--- src/rtl/fp_add_arbiter_if.sv ---
// Bundle of requester, adder and response signals around the shared FP adder controller.
// The slave modport is the controller's view; master is the environment's view.
interface fp_add_arbiter_if #(
    parameter int WIDTH = 32
);
    logic             req0_valid;
    logic             req0_ready;
    logic [WIDTH-1:0] req0_a;
    logic [WIDTH-1:0] req0_b;
    logic             req1_valid;
    logic             req1_ready;
    logic [WIDTH-1:0] req1_a;
    logic [WIDTH-1:0] req1_b;
    logic [WIDTH-1:0] add_para1;
    logic [WIDTH-1:0] add_para2;
    logic [WIDTH-1:0] add_out;
    logic             add_under_overflow;
    logic             rsp_valid;
    logic             rsp_ready;
    logic             rsp_id;
    logic [WIDTH-1:0] rsp_data;
    logic             rsp_flag;
    logic             busy;
    logic [7:0]       ovf_count;

    modport slave (
        input  req0_valid, req0_a, req0_b,
        output req0_ready,
        input  req1_valid, req1_a, req1_b,
        output req1_ready,
        output add_para1, add_para2,
        input  add_out, add_under_overflow,
        output rsp_valid, rsp_id, rsp_data, rsp_flag,
        input  rsp_ready,
        output busy, ovf_count
    );

    modport master (
        output req0_valid, req0_a, req0_b,
        input  req0_ready,
        output req1_valid, req1_a, req1_b,
        input  req1_ready,
        input  add_para1, add_para2,
        output add_out, add_under_overflow,
        input  rsp_valid, rsp_id, rsp_data, rsp_flag,
        output rsp_ready,
        input  busy, ovf_count
    );
endinterface

--- src/rtl/fp_add_arbiter.sv ---
// Round-robin sequencer sharing one combinational FP adder between two requesters:
// grant, hold operands for SETTLE_CYCLES, capture sum/flag, return via valid/ready.
module fp_add_arbiter #(
    parameter int WIDTH         = 32,
    parameter int SETTLE_CYCLES = 2
) (
    input  logic             clk,
    input  logic             rst,
    fp_add_arbiter_if.slave  bus
);
    typedef enum logic [1:0] {
        IDLE   = 2'd0,
        SETTLE = 2'd1,
        RESP   = 2'd2
    } state_t;

    localparam logic [3:0] SETTLE_LOAD = 4'(SETTLE_CYCLES - 1);

    state_t           state_reg;
    state_t           state_next;
    logic             last_grant_reg;
    logic [3:0]       cnt_reg;
    logic [WIDTH-1:0] para1_reg;
    logic [WIDTH-1:0] para2_reg;
    logic [WIDTH-1:0] data_reg;
    logic             flag_reg;
    logic             rsp_id_reg;
    logic [7:0]       ovf_reg;

    logic [1:0]       req_valid;
    logic [1:0]       grant;
    logic [WIDTH-1:0] req_a [2];
    logic [WIDTH-1:0] req_b [2];

    assign req_valid = {bus.req1_valid, bus.req0_valid};
    assign req_a[0]  = bus.req0_a;
    assign req_a[1]  = bus.req1_a;
    assign req_b[0]  = bus.req0_b;
    assign req_b[1]  = bus.req1_b;

    // A requester wins when alone, or on a tie when the other one was served last.
    genvar gi;
    generate
        for (gi = 0; gi < 2; gi++) begin : g_grant
            assign grant[gi] = (state_reg == IDLE) && req_valid[gi] &&
                               (!req_valid[1-gi] || (last_grant_reg == (gi == 0)));
        end
    endgenerate

    assign bus.req0_ready = grant[0];
    assign bus.req1_ready = grant[1];
    assign bus.add_para1  = para1_reg;
    assign bus.add_para2  = para2_reg;
    assign bus.rsp_valid  = (state_reg == RESP);
    assign bus.rsp_id     = rsp_id_reg;
    assign bus.rsp_data   = data_reg;
    assign bus.rsp_flag   = flag_reg;
    assign bus.busy       = (state_reg != IDLE);
    assign bus.ovf_count  = ovf_reg;

    always_ff @(posedge clk or posedge rst) begin
        if (rst) begin
            state_reg <= IDLE;
        end else begin
            state_reg <= state_next;
        end
    end

    always_comb begin
        state_next = state_reg;
        case (state_reg)
            IDLE:    if (|grant) state_next = SETTLE;
            SETTLE:  if (cnt_reg == 4'd0) state_next = RESP;
            RESP:    if (bus.rsp_ready) state_next = IDLE;
            default: state_next = IDLE;
        endcase
    end

    always_ff @(posedge clk or posedge rst) begin
        if (rst) begin
            last_grant_reg <= 1'b1;
            cnt_reg        <= 4'd0;
            para1_reg      <= '0;
            para2_reg      <= '0;
            data_reg       <= '0;
            flag_reg       <= 1'b0;
            rsp_id_reg     <= 1'b0;
            ovf_reg        <= 8'd0;
        end else begin
            case (state_reg)
                IDLE: begin
                    if (|grant) begin
                        para1_reg      <= grant[1] ? req_a[1] : req_a[0];
                        para2_reg      <= grant[1] ? req_b[1] : req_b[0];
                        rsp_id_reg     <= grant[1];
                        last_grant_reg <= grant[1];
                        cnt_reg        <= SETTLE_LOAD;
                    end
                end
                SETTLE: begin
                    // Operands have been stable for SETTLE_CYCLES edges; sample the adder now.
                    if (cnt_reg == 4'd0) begin
                        data_reg <= bus.add_out;
                        flag_reg <= bus.add_under_overflow;
                        if (bus.add_under_overflow && (ovf_reg != 8'hFF)) begin
                            ovf_reg <= ovf_reg + 8'd1;
                        end
                    end else begin
                        cnt_reg <= cnt_reg - 4'd1;
                    end
                end
                default: ;
            endcase
        end
    end
endmodule

--- src/flat_wrapper.sv ---
// flat-port wrapper written by rule: the top's interface ports become plain ports
module fp_add_arbiter_flat 
#(
    parameter int WIDTH         = 32,
    parameter int SETTLE_CYCLES = 2
)
  (clk, rst, bus_req0_valid, bus_req0_a, bus_req0_b, bus_req0_ready, bus_req1_valid, bus_req1_a, bus_req1_b, bus_req1_ready, bus_add_para1, bus_add_para2, bus_add_out, bus_add_under_overflow, bus_rsp_valid, bus_rsp_id, bus_rsp_data, bus_rsp_flag, bus_rsp_ready, bus_busy, bus_ovf_count);
  fp_add_arbiter_if #(.WIDTH(WIDTH)) bus_i ();
  input  logic clk;
  input  logic rst;
  input wire logic [$bits(bus_i.req0_valid)-1:0] bus_req0_valid;
  input wire logic [$bits(bus_i.req0_a)-1:0] bus_req0_a;
  input wire logic [$bits(bus_i.req0_b)-1:0] bus_req0_b;
  output wire logic [$bits(bus_i.req0_ready)-1:0] bus_req0_ready;
  input wire logic [$bits(bus_i.req1_valid)-1:0] bus_req1_valid;
  input wire logic [$bits(bus_i.req1_a)-1:0] bus_req1_a;
  input wire logic [$bits(bus_i.req1_b)-1:0] bus_req1_b;
  output wire logic [$bits(bus_i.req1_ready)-1:0] bus_req1_ready;
  output wire logic [$bits(bus_i.add_para1)-1:0] bus_add_para1;
  output wire logic [$bits(bus_i.add_para2)-1:0] bus_add_para2;
  input wire logic [$bits(bus_i.add_out)-1:0] bus_add_out;
  input wire logic [$bits(bus_i.add_under_overflow)-1:0] bus_add_under_overflow;
  output wire logic [$bits(bus_i.rsp_valid)-1:0] bus_rsp_valid;
  output wire logic [$bits(bus_i.rsp_id)-1:0] bus_rsp_id;
  output wire logic [$bits(bus_i.rsp_data)-1:0] bus_rsp_data;
  output wire logic [$bits(bus_i.rsp_flag)-1:0] bus_rsp_flag;
  input wire logic [$bits(bus_i.rsp_ready)-1:0] bus_rsp_ready;
  output wire logic [$bits(bus_i.busy)-1:0] bus_busy;
  output wire logic [$bits(bus_i.ovf_count)-1:0] bus_ovf_count;
  assign bus_i.req0_valid = bus_req0_valid;
  assign bus_i.req0_a = bus_req0_a;
  assign bus_i.req0_b = bus_req0_b;
  assign bus_req0_ready = bus_i.req0_ready;
  assign bus_i.req1_valid = bus_req1_valid;
  assign bus_i.req1_a = bus_req1_a;
  assign bus_i.req1_b = bus_req1_b;
  assign bus_req1_ready = bus_i.req1_ready;
  assign bus_add_para1 = bus_i.add_para1;
  assign bus_add_para2 = bus_i.add_para2;
  assign bus_i.add_out = bus_add_out;
  assign bus_i.add_under_overflow = bus_add_under_overflow;
  assign bus_rsp_valid = bus_i.rsp_valid;
  assign bus_rsp_id = bus_i.rsp_id;
  assign bus_rsp_data = bus_i.rsp_data;
  assign bus_rsp_flag = bus_i.rsp_flag;
  assign bus_i.rsp_ready = bus_rsp_ready;
  assign bus_busy = bus_i.busy;
  assign bus_ovf_count = bus_i.ovf_count;
  fp_add_arbiter #(.WIDTH(WIDTH), .SETTLE_CYCLES(SETTLE_CYCLES)) u_core (.clk(clk), .rst(rst), .bus(bus_i));
endmodule
--- config.mk ---
export PLATFORM = sky130hd
export DESIGN_NAME = fp_add_arbiter_flat
export DESIGN_NICKNAME = d
export VERILOG_FILES = /design/src/rtl/fp_add_arbiter_if.sv /design/src/rtl/fp_add_arbiter.sv /design/src/flat_wrapper.sv
export SDC_FILE = /design/constraint.sdc
export NUM_CORES = 1
export LEC_CHECK = 0
export CAP_MARGIN = 10
export CORE_ASPECT_RATIO = 0.8
export CORE_UTILIZATION = 36
export CTS_BUF_LIST = sky130_fd_sc_hd__clkbuf_4 sky130_fd_sc_hd__clkbuf_8
export CTS_CLUSTER_DIAMETER = 30
export DETAILED_ROUTE_END_ITERATION = 16
export GPL_TIMING_DRIVEN = 0
export PLACE_DENSITY = 0.79
export SYNTH_ARGS = -nofsm -noshare
export SYNTH_HDL_FRONTEND = slang
export SYNTH_SLANG_ARGS = --single-unit
--- constraint.sdc ---
create_clock -name clk -period 3.8 [get_ports clk]
set_clock_uncertainty 0.05 [all_clocks]
set_input_delay 0.76 -clock clk [delete_from_list [all_inputs] [get_ports clk]]
set_output_delay 0.76 -clock clk [all_outputs]
set_load 0.05 [all_outputs]
# After elaboration in Yosys (flattened, before gate mapping)
# Cells that the tools add are included.
dict set report totals {
  ram_bits 0
  mem_bits_ro 0
  latch_bits 0
  inputBits 166
  memories 0
  elab_cells 47
  reg_bits 113
}
dict set report op_classes {
  eq_ne 7
  shift 0
  n_bitwise 1
  div_mod_pow 0
  n_mux 9
  add_sub_neg 2
  mul 0
  order_cmp 0
  n_reduce_logical 19
}
# op count
set ops {}
lappend ops {{$mux W32} 2}
lappend ops {{$reduce_and A3 Y1} 3}
lappend ops {{$add A8 B1 Y8 const B} 1}
lappend ops {{$mux W4} 2}
lappend ops {{$ne A8 B8 Y1 const B} 1}
lappend ops {{$pmux W4 S2} 1}
lappend ops {{$mux W2} 3}
lappend ops {{$pmux W2 S3} 1}
lappend ops {{$logic_and A1 B1 Y1} 5}
lappend ops {{$logic_not A4 Y1} 1}
lappend ops {{$ne A2 B1 Y1 const B} 2}
lappend ops {{$ne A2 B2 Y1 const B} 2}
lappend ops {{$reduce_and A2 Y1} 2}
lappend ops {{$reduce_bool A2 Y1} 2}
lappend ops {{$sub A4 B1 Y4 const B} 1}
lappend ops {{$eq A2 B1 Y1 const B} 1}
lappend ops {{$eq A2 B2 Y1 const B} 1}
lappend ops {{$logic_not A1 Y1} 2}
lappend ops {{$logic_not A2 Y1} 1}
lappend ops {{$logic_or A1 B1 Y1} 2}
lappend ops {{$reduce_or A2 Y1} 1}
lappend ops {{$not A1 Y1} 1}

# Logic depth before layout (Yosys ltp)
# Gate-level depths: netlist of run 1.
dict set report depth {
  depth_word 6
  ltp_mapped 7
  depth_no_buf 6
}

# Least setup slack after synthesis of run 1
# OpenSTA, ideal clock, no wires.
dict set report synth_timing {
  kind {input -> output}
  startpoint {in bus_req1_valid}
  endpoint {out bus_req0_ready}
  n_path_buf 1
  cell_stages 4
  path_slack_ns 1.616
  t_arrival_ns 1.374
  cell_sequence {nand2b_1 nand3_1 inv_2 buf_2}
}
dict set report synth_between {
  elab_chain_len 3
}
# element line_no
set synth_lines {}
lappend synth_lines {{start, declared} flat_wrapper.sv:15} ;# input wire logic [$bits(bus_i.req1_valid)-1:0] bus_req1_valid;
lappend synth_lines {{$logic_not A1 Y1} fp_add_arbiter.sv:46} ;# (!req_valid[1-gi] || (last_grant_reg == (gi == 0)));
lappend synth_lines {{$logic_or A1 B1 Y1} fp_add_arbiter.sv:46}
lappend synth_lines {{$logic_and A1 B1 Y1} fp_add_arbiter.sv:45} ;# assign grant[gi] = (state_reg == IDLE) && req_valid[gi] &&
lappend synth_lines {{end, declared} flat_wrapper.sv:14} ;# output wire logic [$bits(bus_i.req0_ready)-1:0] bus_req0_ready;
# No other way between the ends.

# Worst setup path in the final report of run 1
# Same ends and word-level chain as after synthesis.

==> results.yml, run 1 <==
global_routing:
  busiest_layer: "met2"
  groute.usage.overall_pct: 23.03
  grt_first_pass_wirelength_mm: 25.01
  grt.overflow.total: 0
  gr-usage-met3_pct: 6.714
  grt.met2_usage_pct: 40.16
  grt_antenna_before_repair: 0
  grt_pass1_vias: 5036
  gr-usage-met1_pct: 24.46
  maximum_number_of_pins_on_one_net_before_global_route_repair: 68
synth:
  synth_area_per_cell_um2: 9.811
  synthesis.area_um2: 4935
  synth_edf_count: 0
  synthArstFlopShare_pct: 100.0
  synth_warnings: 0
  synthesis.nets: 672
  syn-instance-count: 503
  ys_ff_latch: 113
  synth_sequential_area_ratio_pct: 57.33
  ys.flop_type: "sky130_fd_sc_hd__dfrtp_1"
  synth.lib_cells_used.distinct: 34
clocking:
  cts_made_buffers: 17
  clock_latency_ns: 0.45
  clockBufferDepth: 2
  clock_edge_transition_at_the_registers_on_the_reported_setup_and_hold_paths_ns: 0.06
  ctsRootBufferMaster: "sky130_fd_sc_hd__clkbuf_8"
  post_cts_buffers: 0
  cts_num_sinks: 113
  cts.repair.resized: 0
  cts_hold_buffers: 0
  clock_tree.htree_level_count: 4
  tritoncts_clock_tree: "done"
drt:
  totalWireLength_mm: 16.10
  drt_pass1_iterations: 4
  drc: 0
  dr.first_iter.drc_count: 237
  routed-via-count: 4896
  wl_per_cell_um: 16.38
  antenna_left: 0
  drt-vias-per-instance: 4.981
worst_setup_path:
  data_arrival_time_at_the_worst_slack_endpoint_ns: 2.75
  sort_of_element_at_the_start_of_the_critical_path: "primary input"
  worst_ep_required_time_ns: 2.99
  crit_path_max_fanout: 10
  timing.setup.critical_path_class: "primary input to output pin"
  critical_path.endpoint_type: "output pin"
  ff2ff_setup_slack_ns: 1.86
timing:
  timing.slew.headroom_pct: 51.52
  timing.final.crit_period_ns: 3.563
  setup_viol_count_final: 0
  worst_hold_slack_ns: 0.4412
  unrepaired_setup_endpoints_after_global_routing: "no"
  max_slew_violation_total_from_the_final_report: 0
  timing.fmax_ghz: 0.2806
  fin_crit_sh_pct: 93.77
  tightest_slew_ns: 0.7196
  count_of_final_hold_check_violations: 0
floorplanning:
  boundaryPins: 276
  dieArea_um2: 14180
  placementRows: 37
  chipWidth_um: 132.9
  core_area_um2: 13100
  die_h_um: 106.7
  initial_core_util_pct: 37.67
pwr:
  power.total_mw: 8.228
  power_density_nw_per_um2: 991.0
  power_leakage_nw: 3.613
  vdd_drop_max_mv: 0.6371
worst_hold_path:
  min-delay-path-class: "flip-flop to flip-flop"
placed_design:
  finalWeightedCongestion: 0.8877
  port_buffers: 275
  dpl.hpwl_mm: 12.14
  place_inst: 954
finish:
  design.final.nets: 967
  drive_gt1_share_pct: 12.38
  instances_no_fill: 983
  area_growth_pct: 68.26
  antenna_cells: 0
  finish.utilization_pct: 63.38
  fillers: 1045
status:
  outcome: "finished clean"
job:
  maxCapViolations: 0
-- where the power goes --
part / switching [mW] / internal [mW]
clock: 0.467 / 0.594
sequential: 0.358 / 1.82
combinational: 3.23 / 1.76
-- final cells by class --
class | instances | area (µm²) | area share (%)
buffer | 30 | 162.7 | 1.959
multi-input combinational | 350 | 1906 | 22.95
tap | 175 | 219.0 | 2.637
timing repair buffer | 276 | 2780 | 33.48
clock buffer | 24 | 311.5 | 3.752
inverter | 10 | 40.04 | 0.4822
sequential | 113 | 2829 | 34.07
clock inverter | 5 | 55.05 | 0.6631
-- worst max-delay path: stages --
cell and delay [ns]:
sky130_fd_sc_hd__clkdlybuf4s50_1 0.45, sky130_fd_sc_hd__nand2b_1 0.11, sky130_fd_sc_hd__nand3_1 0.11, sky130_fd_sc_hd__inv_2 0.22, sky130_fd_sc_hd__buf_2 0.27, sky130_fd_sc_hd__clkdlybuf4s50_1 0.83
-- kinds of logic (layout without fill, tap and decap cells) --
family	count (synthesis)	count (layout)	synth area share, %
xor+xnor	2	2	0.3550
simple gates	167	167	14.40
buf+inv	40	345	4.057
flops	113	113	57.33
mux	38	38	8.570
fa+ha+maj	3	3	0.7607
compound gates	140	140	14.53
-- stage by stage --
step                      cell area (µm²)  setup slack (ns)  TNS, ns
after global placement               7906            -1.592  -178.13
final                                8303            0.2367        0
after global routing                 8303            0.1135        0
after detailed placement             7936            0.2281        0
after floorplan                      4935          0.004298        0
after CTS                            8303            0.2241        0
-- layer usage --
layer  routed length [µm]  vias up
met5                    0        -
met4                  556        0
met3                 1310       43
met2                 8047      231
met1                 6182     2338
li1                     -     2284
-- synth_stat cells, types with 2 or more instances --
| cell type | count | area, µm² |
|---|---|---|
| sky130_fd_sc_hd__a21oi_1 | 131 | 655.6 |
| sky130_fd_sc_hd__dfrtp_1 | 112 | 2803 |
| sky130_fd_sc_hd__nand2_1 | 78 | 292.8 |
| sky130_fd_sc_hd__nor2_1 | 67 | 251.5 |
| sky130_fd_sc_hd__mux2_2 | 34 | 382.9 |
| sky130_fd_sc_hd__buf_2 | 19 | 95.09 |
| sky130_fd_sc_hd__inv_1 | 9 | 33.78 |
| sky130_fd_sc_hd__buf_4 | 7 | 52.55 |
| sky130_fd_sc_hd__o21ai_0 | 5 | 25.02 |
| sky130_fd_sc_hd__clkbuf_1 | 4 | 15.01 |
| sky130_fd_sc_hd__mux2i_1 | 4 | 40.04 |
| sky130_fd_sc_hd__nand3_1 | 4 | 20.02 |
| sky130_fd_sc_hd__and4_1 | 3 | 26.28 |
| sky130_fd_sc_hd__ha_1 | 3 | 37.54 |
| sky130_fd_sc_hd__nand2b_1 | 3 | 18.77 |
| sky130_fd_sc_hd__or3b_2 | 2 | 17.52 |
-- worst paths after layout --
| check | start | endpoint | depth (start not counted) |
|---|---|---|---|
| worst min-delay path | u_core.bus.rsp_id | u_core.bus.rsp_id | 2 |
| worst max register to register | u_core.cnt_reg[0] | u_core.bus.ovf_count[7] | 6 |
| worst min register to register | u_core.bus.rsp_id | u_core.bus.rsp_id | 2 |
| worst max-delay path | bus_req1_valid | bus_req0_ready | 6 |
| max in group asynchronous | rst | u_core.last_grant_reg | 3 |
| min in group asynchronous | rst | u_core.bus.add_para1[10] | 2 |
-- layout by cell type, fill, tap and decap left out, types with 2 or more instances in the layout --
cell type and n:
sky130_fd_sc_hd__a21oi_1 131, sky130_fd_sc_hd__and4_1 3, sky130_fd_sc_hd__buf_2 19, sky130_fd_sc_hd__buf_4 7, sky130_fd_sc_hd__clkbuf_1 4, sky130_fd_sc_hd__clkbuf_4 3, sky130_fd_sc_hd__clkbuf_8 21, sky130_fd_sc_hd__clkdlybuf4s50_1 275
sky130_fd_sc_hd__clkinv_2 2, sky130_fd_sc_hd__clkinvlp_4 2, sky130_fd_sc_hd__dfrtp_1 112, sky130_fd_sc_hd__ha_1 3, sky130_fd_sc_hd__inv_1 8, sky130_fd_sc_hd__mux2_2 34, sky130_fd_sc_hd__mux2i_1 4, sky130_fd_sc_hd__nand2_1 78
sky130_fd_sc_hd__nand2b_1 3, sky130_fd_sc_hd__nand3_1 4, sky130_fd_sc_hd__nor2_1 67, sky130_fd_sc_hd__o21ai_0 5, sky130_fd_sc_hd__or3b_2 2
Power figures use the tool's default switching activity.
==> run 2, diff against run 1 <==
Settings changed: PLACE_DENSITY 0.79 to unset, PLACE_DENSITY_LB_ADDON set to 0.25.
==> run 2 against run 1 <==
Against the previous run: clock-buffer cell count increased by 3; highest routed layer unchanged; sequential power about the same; critical path type unchanged; sequential cell count unchanged; clock power increased by 19%; first-iteration DRC count decreased by 41%; largest cell class unchanged; cell area increased by 0.90%; final cell count increased by 0.20%; sequential share of layout area decreased by 0.31 points; routed wire length increased by 2.4%; non-clock buffer count unchanged; via count decreased by 2.1%.
==> results.yml, run 2 (synthesis gave the netlist of run 1 again) <==
status:
  outcome: "finished clean"
clocking:
  tritoncts_clock_tree: "done"
  post_cts_buffers: 0
  cts_hold_buffers: 0
  cts.repair.resized: 0
  clockBufferDepth: 2
  clock_latency_ns: 0.45
  clock_edge_transition_at_the_registers_on_the_reported_setup_and_hold_paths_ns: 0.06
  cts_made_buffers: 17
  cts_num_sinks: 113
  ctsRootBufferMaster: "sky130_fd_sc_hd__clkbuf_8"
  clock_tree.htree_level_count: 4
drt:
  antenna_left: 0
  drc: 0
  drt_pass1_iterations: 4
  routed-via-count: 4794
  totalWireLength_mm: 16.48
  dr.first_iter.drc_count: 141
  wl_per_cell_um: 16.73
  drt-vias-per-instance: 4.867
pwr:
  power_density_nw_per_um2: 1005
  power.clock.fraction_pct: 15.0
  cell_internal_pwr_mw: 4.361
  power_leakage_nw: 3.656
  power.net_switching_mw: 4.059
  netSwitchingFraction_pct: 48.21
  power.share.sequential_pct: 25.7
  power.combinational.fraction_pct: 59.3
  vdd_drop_max_mv: 0.6112
floorplanning:
  boundaryPins: 276
  die_h_um: 106.7
  chipWidth_um: 132.9
  placementRows: 37
  core_area_um2: 13100
  dieArea_um2: 14180
  initial_core_util_pct: 37.67
worst_setup_path:
  sort_of_element_at_the_start_of_the_critical_path: "primary input"
  worst_ep_required_time_ns: 2.99
  timing.setup.critical_path_class: "primary input to output pin"
  crit_path_max_fanout: 10
  data_arrival_time_at_the_worst_slack_endpoint_ns: 2.73
  critical_path.endpoint_type: "output pin"
global_routing:
  maximum_number_of_pins_on_one_net_before_global_route_repair: 59
  grt_antenna_before_repair: 0
  groute.usage.overall_pct: 23.80
  grt.overflow.total: 0
  grt_first_pass_wirelength_mm: 25.51
  grt_pass1_vias: 5014
finish:
  antenna_cells: 0
  finish.utilization_pct: 63.95
  layout.cells.most_common: "sky130_fd_sc_hd__clkdlybuf4s50_1"
  design.final.nets: 967
  layout.cells.most_common_list: "sky130_fd_sc_hd__clkdlybuf4s50_1 (275), sky130_fd_sc_hd__a21oi_1 (131), sky130_fd_sc_hd__dfrtp_1 (112)"
  fin_area_um2: 8378
  area_growth_pct: 69.78
  drive_gt1_share_pct: 12.59
placed_design:
  port_buffers: 275
  finalWeightedCongestion: 0.8900
  dpl_worst_slack_ns: 0.2536
  dpl-instance-area_um2: 7936
  dpl.hpwl_mm: 12.19
job:
  maxCapViolations: 0
timing:
  fin_crit_sh_pct: 93.07
  max_slew_violation_total_from_the_final_report: 0
  timing.final.crit_period_ns: 3.536
  count_of_final_hold_check_violations: 0
  unrepaired_setup_endpoints_after_global_routing: "no"
  layout_setup_ws_ns: 0.2635
  setup_viol_count_final: 0
  timing.fmax_ghz: 0.2828
  worst_hold_slack_ns: 0.4361
  tightest_slew_ns: 0.7672
  timing.slew.headroom_pct: 48.31
worst_hold_path:
  min-delay-path-class: "flip-flop to flip-flop"
[run 2: cell types whose count changed in the layout (fill, tap and decap cells not counted)]
cell,change
sky130_fd_sc_hd__clkinvlp_4,-2
sky130_fd_sc_hd__clkbuf_8,+2
sky130_fd_sc_hd__clkbuf_4,+1
sky130_fd_sc_hd__bufinv_16,+2
sky130_fd_sc_hd__clkinv_2,-1
[run 2: layout make-up]
type                       instances  area (µm²)
clock inverter                     4       95.09
buffer                            30       162.7
sequential                       113        2829
fill                            1047        4723
inverter                          10       40.04
tap                              175       219.0
timing repair buffer             276        2780
clock buffer                      27       346.6
multi-input combinational        350        1906
[run 2: final timing paths]
kind	endpoint	startpoint	slack, ns	cells past startpoint
max	bus_req0_ready	bus_req1_valid	0.26	6
min	u_core.bus.rsp_id	u_core.bus.rsp_id	0.44	2
max reg2reg	u_core.bus.ovf_count[7]	u_core.cnt_reg[0]	1.82	6
min reg2reg	u_core.bus.rsp_id	u_core.bus.rsp_id	0.44	2
max in group asynchronous	u_core.last_grant_reg	rst	2.20	3
min in group asynchronous	u_core.bus.rsp_data[16]	rst	0.74	2
[run 2: power groups by stage]
stage / sequential [mW] / combinational [mW] / clock [mW]
floorplan: 4.10 / 1.30 / 0
global placement: 2.14 / 4.93 / 0
detailed placement: 2.18 / 5.02 / 0
CTS: 2.17 / 5.04 / 1.29
global route: 2.24 / 5.27 / 1.35
finish: 2.17 / 4.99 / 1.26
[run 2: metal layers]
metal	wire length [µm]	global-route usage (%)	share of wire, %
met3	1541	9.787	9.3
met4	403	11.49	2.4
met1	6557	26.92	40
met5	0	0	0
met2	7979	39.08	48
[run 2: stage by stage]
stage | total power, mW | instances | setup TNS, ns
2_1_floorplan | 5.406 | 503 | 0
3_3_place_gp | 7.073 | 953 | -189.65
3_5_place_dp | 7.193 | 954 | 0
4_1_cts | 8.494 | 985 | 0
5_1_grt | 8.851 | 985 | 0
6_report | 8.420 | 985 | 0
[run 2: worst max-delay path, stage by stage]
cell,delay (ns)
sky130_fd_sc_hd__clkdlybuf4s50_1,0.44
sky130_fd_sc_hd__nand2b_1,0.10
sky130_fd_sc_hd__nand3_1,0.11
sky130_fd_sc_hd__inv_2,0.20
sky130_fd_sc_hd__buf_2,0.27
sky130_fd_sc_hd__clkdlybuf4s50_1,0.84
